File: config.mk
export PLATFORM = sky130hd
export DESIGN_NAME = wb_write_buffer
export DESIGN_NICKNAME = d
export VERILOG_FILES = /design/src/rtl/wb_write_buffer.sv
export SDC_FILE = /design/constraint.sdc
export NUM_CORES = 1
export LEC_CHECK = 0
export ABC_AREA = 1
export BUFFER_PORTS_ARGS = -buffer_cell sky130_fd_sc_hd__clkbuf_2
export CAP_MARGIN = 15
export CORE_MARGIN = 1
export CORE_UTILIZATION = 50
export DETAILED_ROUTE_END_ITERATION = 8
export GPL_TIMING_DRIVEN = 0
export PLACE_DENSITY = 0.77
export SETUP_SLACK_MARGIN = 0.15
export SLEW_MARGIN = 20
export SYNTH_ARGS = -nofsm -noshare
export SYNTH_HDL_FRONTEND = slang
export SYNTH_SLANG_ARGS = --single-unit
File: constraint.sdc
create_clock -name clk -period 3.71 [get_ports clk]
set_clock_uncertainty 0.1 [all_clocks]
set_input_delay 0 -clock clk [delete_from_list [all_inputs] [get_ports clk]]
set_output_delay 0 -clock clk [all_outputs]
set_load 0.1 [all_outputs]
File: src/rtl/wb_write_buffer.sv
// wb_write_buffer
//   In-order writeback buffer between the pipeline's writeback source and the
//   register file's single write port. Committed results are queued in a FIFO
//   and drained one per cycle onto registered RF write-port signals. A pending
//   register mask and (optionally) youngest-value forwarding let decode see
//   values that have not reached the RF yet.
//
//   Optional feature macro: WB_BYPASS_EN
//     defined   -> fwd1_*/fwd2_* search the FIFO and the output register
//     undefined -> fwd outputs are tied to 0 and no search logic is built
//
// Ports
//   clk, rst            clock; synchronous active-high reset
//   in_valid/in_ready   upstream handshake; a transfer happens on a posedge
//                       where both are high. in_ready = !full && !rst and never
//                       depends on drain_en or in_valid.
//   in_dest/in_result   destination index and value of the pushed result
//   in_wb_en            0 = result writes nothing; handshake completes, no entry
//   drain_en            RF write port free this cycle
//   src1/src2           decode read indices for forwarding
//   fwd1_*/fwd2_*       forwarding hit/value for src1/src2
//   pending_mask        bit i set while register i is queued or being written
//   count               number of valid FIFO entries
//   dest_wb/result_wb   registered RF write index/data
//   writeback_en        registered RF write strobe, one cycle per entry
module wb_write_buffer #(
    parameter int DEPTH = 4,
    parameter int PTR_W = 2
) (
    input  logic             clk,
    input  logic             rst,
    input  logic             in_valid,
    output logic             in_ready,
    input  logic [3:0]       in_dest,
    input  logic [31:0]      in_result,
    input  logic             in_wb_en,
    input  logic             drain_en,
    input  logic [3:0]       src1,
    input  logic [3:0]       src2,
    output logic             fwd1_hit,
    output logic [31:0]      fwd1_val,
    output logic             fwd2_hit,
    output logic [31:0]      fwd2_val,
    output logic [15:0]      pending_mask,
    output logic [PTR_W:0]   count,
    output logic [3:0]       dest_wb,
    output logic [31:0]      result_wb,
    output logic             writeback_en
);

    localparam logic [PTR_W:0] FULL_CNT = (PTR_W+1)'(DEPTH);

    logic [3:0]       dest_q   [DEPTH];
    logic [31:0]      result_q [DEPTH];
    logic [PTR_W-1:0] wr_ptr;
    logic [PTR_W-1:0] rd_ptr;
    logic [PTR_W:0]   count_q;
    logic             full;
    logic             push;
    logic             pop;
    logic [DEPTH-1:0] entry_valid;

    // Full/empty come from count, so wr_ptr == rd_ptr is never ambiguous.
    assign full     = (count_q == FULL_CNT);
    assign in_ready = !full && !rst;
    assign push     = in_valid && in_ready && in_wb_en;
    // Uses the pre-edge count: an entry pushed into an empty FIFO waits one edge.
    assign pop      = drain_en && (count_q != '0);
    assign count    = count_q;

    always_ff @(posedge clk) begin
        if (rst) begin
            wr_ptr       <= '0;
            rd_ptr       <= '0;
            count_q      <= '0;
            writeback_en <= 1'b0;
            dest_wb      <= '0;
            result_wb    <= '0;
        end else begin
            if (push) begin
                wr_ptr <= wr_ptr + 1'b1;
            end
            if (pop) begin
                rd_ptr    <= rd_ptr + 1'b1;
                dest_wb   <= dest_q[rd_ptr];
                result_wb <= result_q[rd_ptr];
            end
            writeback_en <= pop;
            case ({push, pop})
                2'b10:   count_q <= count_q + 1'b1;
                2'b01:   count_q <= count_q - 1'b1;
                default: count_q <= count_q;
            endcase
        end
    end

    // Storage needs no reset: validity is tracked by rd_ptr/count only.
    always_ff @(posedge clk) begin
        if (push) begin
            dest_q[wr_ptr]   <= in_dest;
            result_q[wr_ptr] <= in_result;
        end
    end

    // Slot i is valid when its distance from the head is below count.
    always_comb begin
        logic [PTR_W-1:0] offset;
        entry_valid = '0;
        for (int i = 0; i < DEPTH; i++) begin
            offset         = PTR_W'(i) - rd_ptr;
            entry_valid[i] = ({1'b0, offset} < count_q);
        end
    end

    always_comb begin
        pending_mask = '0;
        for (int i = 0; i < DEPTH; i++) begin
            if (entry_valid[i]) begin
                pending_mask[dest_q[i]] = 1'b1;
            end
        end
        if (writeback_en) begin
            pending_mask[dest_wb] = 1'b1;
        end
    end

`ifdef WB_BYPASS_EN
    // Lowest priority first: the output register, then FIFO entries walked
    // oldest to youngest so a later (younger) match overrides an earlier one.
    always_comb begin
        logic [PTR_W-1:0] idx;
        fwd1_hit = 1'b0;
        fwd1_val = '0;
        fwd2_hit = 1'b0;
        fwd2_val = '0;
        if (writeback_en && (dest_wb == src1)) begin
            fwd1_hit = 1'b1;
            fwd1_val = result_wb;
        end
        if (writeback_en && (dest_wb == src2)) begin
            fwd2_hit = 1'b1;
            fwd2_val = result_wb;
        end
        for (int k = 0; k < DEPTH; k++) begin
            idx = rd_ptr + PTR_W'(k);
            if (((PTR_W+1)'(k) < count_q) && (dest_q[idx] == src1)) begin
                fwd1_hit = 1'b1;
                fwd1_val = result_q[idx];
            end
            if (((PTR_W+1)'(k) < count_q) && (dest_q[idx] == src2)) begin
                fwd2_hit = 1'b1;
                fwd2_val = result_q[idx];
            end
        end
    end
`else
    // Without bypass, decode stalls on pending_mask instead.
    logic unused_src;
    assign unused_src = ^{src1, src2};
    assign fwd1_hit   = 1'b0;
    assign fwd1_val   = '0;
    assign fwd2_hit   = 1'b0;
    assign fwd2_val   = '0;
`endif

endmodule

# After elaboration in Yosys (flattened, before gate mapping)
# Memories as Yosys holds them, arrays and structs flattened. A register that Yosys moved wholly into a read port is not among the register bits.
# Cells that the tools add are included.
# Widths: inputs -> output; s select.
[totals]
ff_bits = 8
ramBits = 144
in_bits = 49
out_inout_bits = 123
word_cells = 66
mem_count = 2
[mem_list]
columns = ["memory", "depth", "width", "read_ports", "rd_clocked_by_memory_dff", "wr", "line_no", "rtl"]
rows = [
  ["result_q", 4, 32, 1, 1, 1, "54", "logic [31:0] result_q [DEPTH];"],
  ["dest_q", 4, 4, 5, 1, 1, "53", "logic [3:0] dest_q [DEPTH];"],
]
[classes]
add_sub_neg = 8
order_cmp = 14
n_eq_ne = 3
muxes = 18
bitwise = 4
reduce_logical = 13
[op_table]
columns = ["op", "count"]
rows = [
  ["$mux 16", 5],
  ["$or 16x16->16", 4],
  ["$lt 4x5->1 const B", 5],
  ["$demux 1 s4", 5],
  ["$ge 4x1->1 const B", 5],
  ["$lt 2x3->1", 4],
  ["$logic_and 1x1->1", 9],
  ["$mux 1", 7],
  ["$pmux 3 s2", 1],
  ["$add 2x1->2 const B", 2],
  ["$sub 1x2->2 const A", 2],
  ["$sub 2x2->2 const A", 2],
  ["$add 3x1->3 const B", 1],
  ["$eq 3x3->1 const B", 1],
  ["$reduce_bool 3->1", 1],
  ["$sub 3x1->3 const B", 1],
  ["$eq 2x1->1 const B", 1],
  ["$eq 2x2->1 const B", 1],
  ["$logic_not 1->1", 2],
  ["$reduce_bool 2->1", 1],
]

# Depth between registers and ports, before layout
# Gate-level depths: netlist (run 1).
# An unclocked memory read counts as a cell.
[logic_depth]
depth_word = 14
mapped_depth = 15
mapped_depth_nobuf = 12

# Worst setup path after synthesis (run 1)
# OpenSTA, ideal clock, no wires.
[synth_path]
path_kind = "register to register"
start = "reg count_q[1], in the netlist count[1]"
end = "mem dest_q[0][0] (enable)"
setup_time_ns = 0.429
t_arrival_ns = 3.104
required_time_ns = 3.181
path_slack_ns = 0.076
path_stages_with_launch = 5
n_path_buf = 0
period_less_slack_ns = 3.634
cell_sequence = "dfxtp_1 -> inv_2 -> nand3_1 -> nand3_1 -> nor2_1"
[synth_between]
elab_chain_cells = 7
[synth_rtl]
columns = ["element", "line_no", "rtl"]
rows = [
  ["from (decl)", "57", "logic [PTR_W:0] count_q;"],
  ["from (signal assigned)", "90", "2'b10: count_q <= count_q + 1'b1;"],
  ["from (signal assigned)", "91", "2'b01: count_q <= count_q - 1'b1;"],
  ["from (signal assigned)", "92", "default: count_q <= count_q;"],
  ["$eq 3x3->1", "64", "assign full = (count_q == FULL_CNT);"],
  ["$logic_not 1->1", "65", "assign in_ready = !full && !rst;"],
  ["$logic_and 1x1->1", "65", ""],
  ["$logic_and 1x1->1 (2 in a row)", "66", "assign push = in_valid && in_ready && in_wb_en;"],
  ["$mux 1", "99", "if (push) begin"],
  ["$mux 1 (implied by the code)", "100", "dest_q[wr_ptr] <= in_dest;"],
  ["to (decl)", "53", ""],
]
# No other way between the ends.

# Worst setup path in the final report (run 1)
[layout_path]
start = "reg rd_ptr[1]"
end = "out pending_mask[13]"
[layout_between]
elab_chain_cells = 11
word_cells_on_any_way = 17
classes_between = "add/sub (4); order compare (4); mux (5); bitwise (4)"
[layout_rtl]
columns = ["element", "line_no", "rtl"]
rows = [
  ["from (decl)", "56", "logic [PTR_W-1:0] rd_ptr;"],
  ["from (signal assigned)", "84", "rd_ptr <= rd_ptr + 1'b1;"],
  ["$sub 1x2->2", "110", "offset = PTR_W'(i) - rd_ptr;"],
  ["$lt 2x3->1", "111", "entry_valid[i] = ({1'b0, offset} < count_q);"],
  ["$mux 16", "118", "if (entry_valid[i]) begin"],
  ["$or 16x16->16 (no source line)", "n/a", ""],
  ["$mux 16", "118", ""],
  ["$or 16x16->16 (no source line)", "n/a", ""],
  ["$mux 16", "118", ""],
  ["$or 16x16->16 (no source line)", "n/a", ""],
  ["$mux 16 *", "118", ""],
  ["$or 16x16->16 (no source line)", "n/a", ""],
  ["$mux 16 *", "122", "if (writeback_en) begin"],
  ["to (decl)", "44", "output logic [15:0] pending_mask,"],
]
# Every way passes the cells marked *; elsewhere a longest branch is shown, timed or not.

==> flow_metrics.py, run 1 <==
metrics = {
    "timing": {
        "min_period_ns": 3.28,
        "min_period_over_period": 0.884,
        "timing.final.setup_violations": 0,
        "rsz0062_at_grt": "no",
        "max_freq_mhz": 305,
        "drv_slew": 0,
        "tightestPinTransition_ns": 0.707,
        "final_hold_viol_count": 0,
        "slew_headroom": 0.528,
    },
    "hold_path": {
        "min_path_type": "input pin to register",
    },
    "final_layout": {
        "fin_area_um2": 10900,
        "finish.utilization": 0.632,
        "antenna_cells": 0,
        "drive_gt1_frac": 0.200,
        "area_growth_pct": 23.6,
        "num-nets-final": 1232,
        "fill_cells": 1397,
        "fin_cells": 1411,
    },
    "worst_setup_path": {
        "start_kind": "register",
        "worstPathArrival_ns": 3.18,
        "worstSetupEndpointType": "output port",
        "worstSetupPathType": "register to output port",
        "worstPathMaxFanout": 10,
        "required_ns": 3.61,
    },
    "job": {
        "maxCapViolCount": 0,
    },
    "cts": {
        "clock_sinks": 188,
        "cts-root-buf": "clkbuf_16",
        "cts_setup_buffers": 0,
        "path_clk_slew_ns": 0.06,
        "cts_tree": "yes",
        "cts_resized": 0,
        "ctsHoldBuffers": 37,
        "numCtsBuffers": 17,
        "cts-htree-levels": 4,
        "insertion_delay_ns": 0.42,
        "clockBufferDepth": 2,
    },
    "floorplan": {
        "die_y_um": 135,
        "core_um2": 17200,
        "die-width_um": 135,
        "core.rowCount": 48,
        "fp.dieArea_um2": 18200,
        "start_util": 0.511,
        "io_pins": 172,
    },
    "power_and_ir_drop": {
        "clkPwrFrac": 0.230,
        "power.total_w": 0.00760,
        "p_leak_nw": 4.67,
        "power_frac_comb": 0.433,
        "ir_worst_vdd_v": 0.000409,
        "seqPwrFrac": 0.336,
        "p_int_w": 0.00398,
        "swShare": 0.476,
        "p_switching_w": 0.00362,
        "power.density_nw_per_um2": 698,
    },
    "outcome": {
        "outcome": "finished with violations",
        "failed_checks": "DRC",
    },
    "logic_synthesis": {
        "ys_seq_elements": 188,
        "synth_area_per_cell_um2": 9.26,
        "yosysTopAreaCell": "edfxtp_1",
        "yosys.area.top_type_share": 0.491,
        "yosysUniqueCellTypes": 25,
        "syn_inst": 951,
        "seq_area_frac_synth": 0.591,
        "synth_area_leaders": "edfxtp_1 (49%), dfxtp_1 (10%), nor2_1 (8.0%)",
        "yosys_warnings": 0,
        "synth_area_um2": 8810,
    },
    "placed_design": {
        "place_congestion": 0.922,
        "dp.cells": 1342,
        "postPlaceCellArea_um2": 9950,
        "numPortBuffers": 97,
        "dpl.hpwl_um": 14900,
    },
    "global_routing": {
        "use_met3": 0.0353,
        "globalRouteMet1Util": 0.298,
        "grt_busiest_layer": "met2",
        "grt_pass1_wl_um": 32400,
        "grt_pass1_vias": 6391,
        "antenna_found_initial": 0,
        "grt_max_degree": 24,
        "met2_usage": 0.408,
        "grt_use_total": 0.237,
        "overflow": 0,
    },
    "drt": {
        "drc_errors": 2,
        "wire_per_inst_um": 15.2,
        "dr.pass1.iters": 7,
        "wirelength_um": 21400,
        "viasPerCell": 5.11,
        "drtIter0Drc": 610,
        "postRouteAntennaNets": 0,
        "via_count": 7209,
    },
}
## final timing paths
check / cells after the start / end / startpoint / slack [ns]
worst max-delay path: 16 / pending_mask[13] / rd_ptr[1] / 0.43
worst min-delay path: 5 / rd_ptr[1] / drain_en / 0.15
worst max register to register: 13 / count[2] / count[2] / 1.20
worst min register to register: 2 / result_wb[8] / result_wb[8] / 0.41
## area by class of cell
type	instances	area (um^2)	share of cell area
Sequential cell	188	5200	0.478
Multi-Input combinational cell	661	2960	0.272
Timing Repair Buffer	138	951	0.0873
Buffer	107	691	0.0634
Clock buffer	17	425	0.0391
Tap cell	225	282	0.0258
Inverter	60	225	0.0207
Clock inverter	15	151	0.0139
## synth_stat cells
library cell  count
buf_4            69
nand3_1         133
buf_1             3
buf_6             1
clkinv_1          1
conb_1            1
buf_2            18
nor3_1            1
o21ai_0          17
nand3_2           1
fa_1              1
nor2_1          188
inv_2             7
o21ai_1          28
clkbuf_1         16
a21oi_1           9
nand4_1          39
edfxtp_1        144
a31oi_1           1
nand2_2           3
inv_1            52
nand2_1         164
dfxtp_1          44
ha_1              9
nor2_4            1
## layer usage
layer,vias to the layer above,wire (um)
met5,-,0
met4,0,469
met3,43,1580
met2,372,10600
met1,3273,8750
li1,3521,-
## flip-flops by register name, indices dropped and copies added, names as in the netlist
register      cells
wr_ptr            2
rd_ptr            2
writeback_en      1
result_wb        32
dest_q           16
count             3
result_q        128
dest_wb           4
## power groups by stage
| stage | sequential [W] | clock (W) | combinational [W] |
|---|---|---|---|
| 2_1_floorplan | 0.00360 | 0 | 0.00165 |
| 3_3_place_gp | 0.00260 | 0 | 0.00319 |
| 3_5_place_dp | 0.00260 | 0 | 0.00324 |
| 4_1_cts | 0.00256 | 0.00176 | 0.00328 |
| 5_1_grt | 0.00258 | 0.00185 | 0.00348 |
| 6_report | 0.00256 | 0.00175 | 0.00330 |
## critical path, stage by stage (launching register included)
cell      delay [ns]
dfxtp_1         0.32
buf_2           0.19
inv_2           0.17
buf_2           0.29
nand2_1         0.09
nand2_1         0.12
inv_2           0.05
ha_1            0.26
inv_1           0.05
nor2_1          0.04
nand2_2         0.15
buf_2           0.23
nand3_1         0.09
nand2_1         0.09
nor2_1          0.04
nand2_1         0.09
clkbuf_2        0.47
## cell usage in the layout, fill, tap and decap left out, types with 2 or more instances in the layout
cell type	count
nor2_4	5
inv_6	6
buf_1	3
edfxtp_1	144
o21ai_1	28
nor2_1	184
clkbuf_1	16
a21oi_1	9
inv_1	52
clkinv_4	3
buf_2	18
clkbuf_16	17
buf_4	69
o21ai_0	17
buf_16	2
clkinvlp_4	2
nand2_1	164
clkbuf_2	97
conb_1	66
ha_1	9
inv_2	7
nand2_2	3
inv_8	2
dfxtp_1	44
nand3_1	133
dlygate4sd3_1	37
nand4_1	39
buf_12	2
## cell families (layout without fill, tap and decap cells)
| group | count (synthesis) | in the layout | share of synthesized area |
|---|---|---|---|
| AO/OA/AOI/OAI | 55 | 55 | 0.0314 |
| adder cells (fa/ha/maj) | 10 | 10 | 0.0151 |
| buffers and inverters | 167 | 337 | 0.104 |
| flip-flops | 188 | 188 | 0.591 |
| other | 1 | 66 | 0.000426 |
| AND/OR/NAND/NOR | 530 | 530 | 0.258 |
## per-stage QoR
| step | setup TNS [ns] | worst slack, ns | hold slack [ns] |
|---|---|---|---|
| 6_report | 0 | 0.429 | 0.153 |
| 5_1_grt | 0 | 0.186 | 0.156 |
| 4_1_cts | 0 | 0.442 | 0.139 |
| 3_5_place_dp | 0 | 0.906 | 0.119 |
| 3_3_place_gp | -52.42 | -0.437 | 0.117 |
| 2_1_floorplan | 0 | 0.0762 | -0.0309 |
Power figures use the tool's default switching activity.
==> inputs of run 2 (changes only) <==
--- a/config.mk
+++ b/config.mk
@@ -5,14 +5,16 @@
 export SDC_FILE = /design/constraint.sdc
 export NUM_CORES = 1
 export LEC_CHECK = 0
-export ABC_AREA = 1
 export BUFFER_PORTS_ARGS = -buffer_cell sky130_fd_sc_hd__clkbuf_2
 export CAP_MARGIN = 15
+export CELL_PAD_IN_SITES_DETAIL_PLACEMENT = 1
+export CELL_PAD_IN_SITES_GLOBAL_PLACEMENT = 1
 export CORE_MARGIN = 1
-export CORE_UTILIZATION = 50
+export CORE_UTILIZATION = 45
 export DETAILED_ROUTE_END_ITERATION = 8
+export GPL_ROUTABILITY_DRIVEN = 0
 export GPL_TIMING_DRIVEN = 0
-export PLACE_DENSITY = 0.77
+export PLACE_DENSITY = 0.84
 export SETUP_SLACK_MARGIN = 0.15
 export SLEW_MARGIN = 20
 export SYNTH_ARGS = -nofsm -noshare
==> run 2 against run 1 <==
Final area is 1.4% lower. Critical endpoint is now pending_mask[6]. Critical path type unchanged. Worst setup slack lost 0.13 ns. The flow now finishes without violations. Highest routed layer unchanged. Synthesized cell count down 35%.
==> flow_metrics.py, run 2 <==
metrics = {
    "global_routing": {
        "grt_use_total": 0.225,
        "grt_max_degree": 24,
        "antenna_found_initial": 1,
        "grt_pass1_vias": 5914,
        "overflow": 0,
        "grt_pass1_wl_um": 32600,
    },
    "worst_setup_path": {
        "worstSetupEndpointType": "output port",
        "start_kind": "register",
        "worstSetupPathType": "register to output port",
        "worstPathMaxFanout": 10,
        "slowest_delay_ns": 0.55,
        "critPathSlowestCell": "a2111oi_4",
        "r2r_slack_ns": 1.10,
        "worstPathArrival_ns": 3.31,
        "crit_chain": "buf_2 > buf_4 > xnor2_1 > ha_1 > nor2b_2 > a2111oi_4 > a31oi_1 > nand4_1 > clkbuf_2",
        "required_ns": 3.61,
    },
    "power_and_ir_drop": {
        "p_leak_nw": 4.02,
        "power.total_w": 0.00719,
        "ir_worst_vdd_v": 0.000461,
        "power.density_nw_per_um2": 669,
    },
    "placed_design": {
        "dpl.hpwl_um": 14700,
        "dp.cells": 1015,
        "pre_cts_slack_ns": 0.626,
        "numPortBuffers": 96,
    },
    "job": {
        "maxCapViolCount": 0,
    },
    "logic_synthesis": {
        "yosys.area.top_type_share": 0.504,
        "synth_common_cells": "edfxtp_1 (144), nand2_1 (90), buf_4 (71)",
        "syn_inst": 616,
        "yosys_warnings": 0,
        "ys_seq_elements": 188,
        "synth_area_per_cell_um2": 13.9,
        "seq_area_frac_synth": 0.607,
        "synthArstFlopShare": 0,
        "synth_area_leaders": "edfxtp_1 (50%), dfxtp_1 (10%), mux4_2 (9.5%)",
        "synth_area_um2": 8580,
        "yosysUniqueCellTypes": 48,
        "yosysTopAreaCell": "edfxtp_1",
        "synth_edf_count": 144,
        "synthFlopType": "edfxtp_1",
        "synth.most_common_cell": "edfxtp_1",
    },
    "drt": {
        "via_count": 5642,
        "wirelength_um": 21300,
        "viasPerCell": 5.19,
        "drtIter0Drc": 264,
        "drc_errors": 0,
        "wire_per_inst_um": 19.6,
        "dr.pass1.iters": 6,
        "postRouteAntennaNets": 0,
    },
    "final_layout": {
        "largest_register_ffs": 128,
        "largest_register": "result_q",
        "drive_gt1_frac": 0.329,
        "reg.largest.list": "result_q: 128 flops, result_wb: 32 flops, dest_q: 16 flops",
        "area_growth_pct": 25.2,
        "mostFrequentLayoutCells": "edfxtp_1 (144), clkbuf_2 (96), nand2_1 (90)",
        "layout_commonest_cell": "edfxtp_1",
        "num-nets-final": 898,
        "fill_cells": 1894,
        "fin_cells": 1087,
    },
    "cts": {
        "numCtsBuffers": 17,
        "path_clk_slew_ns": 0.06,
        "cts-root-buf": "clkbuf_16",
        "insertion_delay_ns": 0.44,
        "clock_sinks": 188,
        "cts_tree": "yes",
        "clockBufferDepth": 2,
        "cts-htree-levels": 4,
        "cts_setup_buffers": 0,
    },
    "floorplan": {
        "core.rowCount": 50,
        "core_um2": 18700,
        "fp.dieArea_um2": 19600,
        "start_util": 0.459,
        "die_y_um": 140,
        "die-width_um": 140,
        "io_pins": 172,
    },
    "timing": {
        "finalSetupTns_ns": 0,
        "tightestPinTransition_ns": 0.848,
        "max_freq_mhz": 294,
        "slew_headroom": 0.435,
        "setup_ws_ns": 0.304,
        "drv_slew": 0,
        "min_period_ns": 3.41,
        "rsz0062_at_grt": "no",
        "final_hold_viol_count": 0,
        "timing.final.setup_violations": 0,
        "min_period_over_period": 0.918,
    },
    "hold_path": {
        "min_path_type": "input pin to register",
    },
    "outcome": {
        "outcome": "finished, final reports clean",
    },
}
==> run 2: where the power goes <==
part           leakage, nW  internal [W]  switching [W]
Sequential            1.66       0.00238      0.0000870
Combinational         2.04      0.000710        0.00205
Clock                0.317       0.00120       0.000762
==> run 2: kinds of logic (layout without fill, tap and decap cells) <==
logic type               count (synthesis)  after routing  synth area share
flip-flops                             188            188             0.607
buffers and inverters                  111            282            0.0857
AO/OA/AOI/OAI                           78             78            0.0843
other                                    1             67          0.000437
XOR/XNOR                                 6              6           0.00613
adder cells (fa/ha/maj)                 10             10            0.0155
AND/OR/NAND/NOR                        185            185             0.106
multiplexers                            37             37            0.0957
==> run 2: routing by layer <==
| layer | vias up | track usage | wire length [um] |
|---|---|---|---|
| met1 | 2807 | 0.268 | 8560 |
| met5 | - | 0 | 0 |
| met2 | 209 | 0.397 | 11100 |
| li1 | 2598 | - | - |
| met4 | 0 | 0.0763 | 431 |
| met3 | 28 | 0.0564 | 1200 |
==> run 2: what timing repair did <==
item	in CTS	in global routing
hold buffers	39	0
gates resized for setup	1	1
setup endpoints to repair	1	1
hold endpoints to repair	148	0
==> run 2: stage by stage <==
step	util	hold slack (ns)	area [um^2]
6_report	0.574	0.0777	10700
5_1_grt	0.574	0.0952	10700
4_1_cts	0.574	0.0703	10700
3_5_place_dp	0.519	0.125	9700
3_3_place_gp	0.513	0.119	9600
2_1_floorplan	-	-0.00113	8820
==> run 2: final cells by class <==
class	instances	area, um^2	area share
Buffer	95	677	0.0630
Tap cell	234	293	0.0273
Multi-Input combinational cell	382	2890	0.269
Inverter	16	60.1	0.00559
Timing Repair Buffer	139	973	0.0906
Antenna cell	1	2.50	0.000233
Clock inverter	10	160	0.0149
Clock buffer	22	484	0.0451
Sequential cell	188	5200	0.485
==> run 2: worst paths after layout <==
check,startpoint,to,depth (start not counted)
hold reg to reg,result_wb[7],result_wb[7],2
setup reg to reg,count[2],count[2],10
setup / recovery,rd_ptr[0],pending_mask[6],9
hold / removal,rst,result_wb[10],2
==> run 2: worst max-delay path: cells and delay by family, from the launching register on <==
family | cells | cell delay, ns
AOI/OAI and AO/OA | 2 | 0.73
xor gates and xnor gates | 1 | 0.19
adders and majority gates | 1 | 0.27
buffers and inverters | 3 | 0.97
DFF | 1 | 0.33
and+or+nand+nor | 2 | 0.37
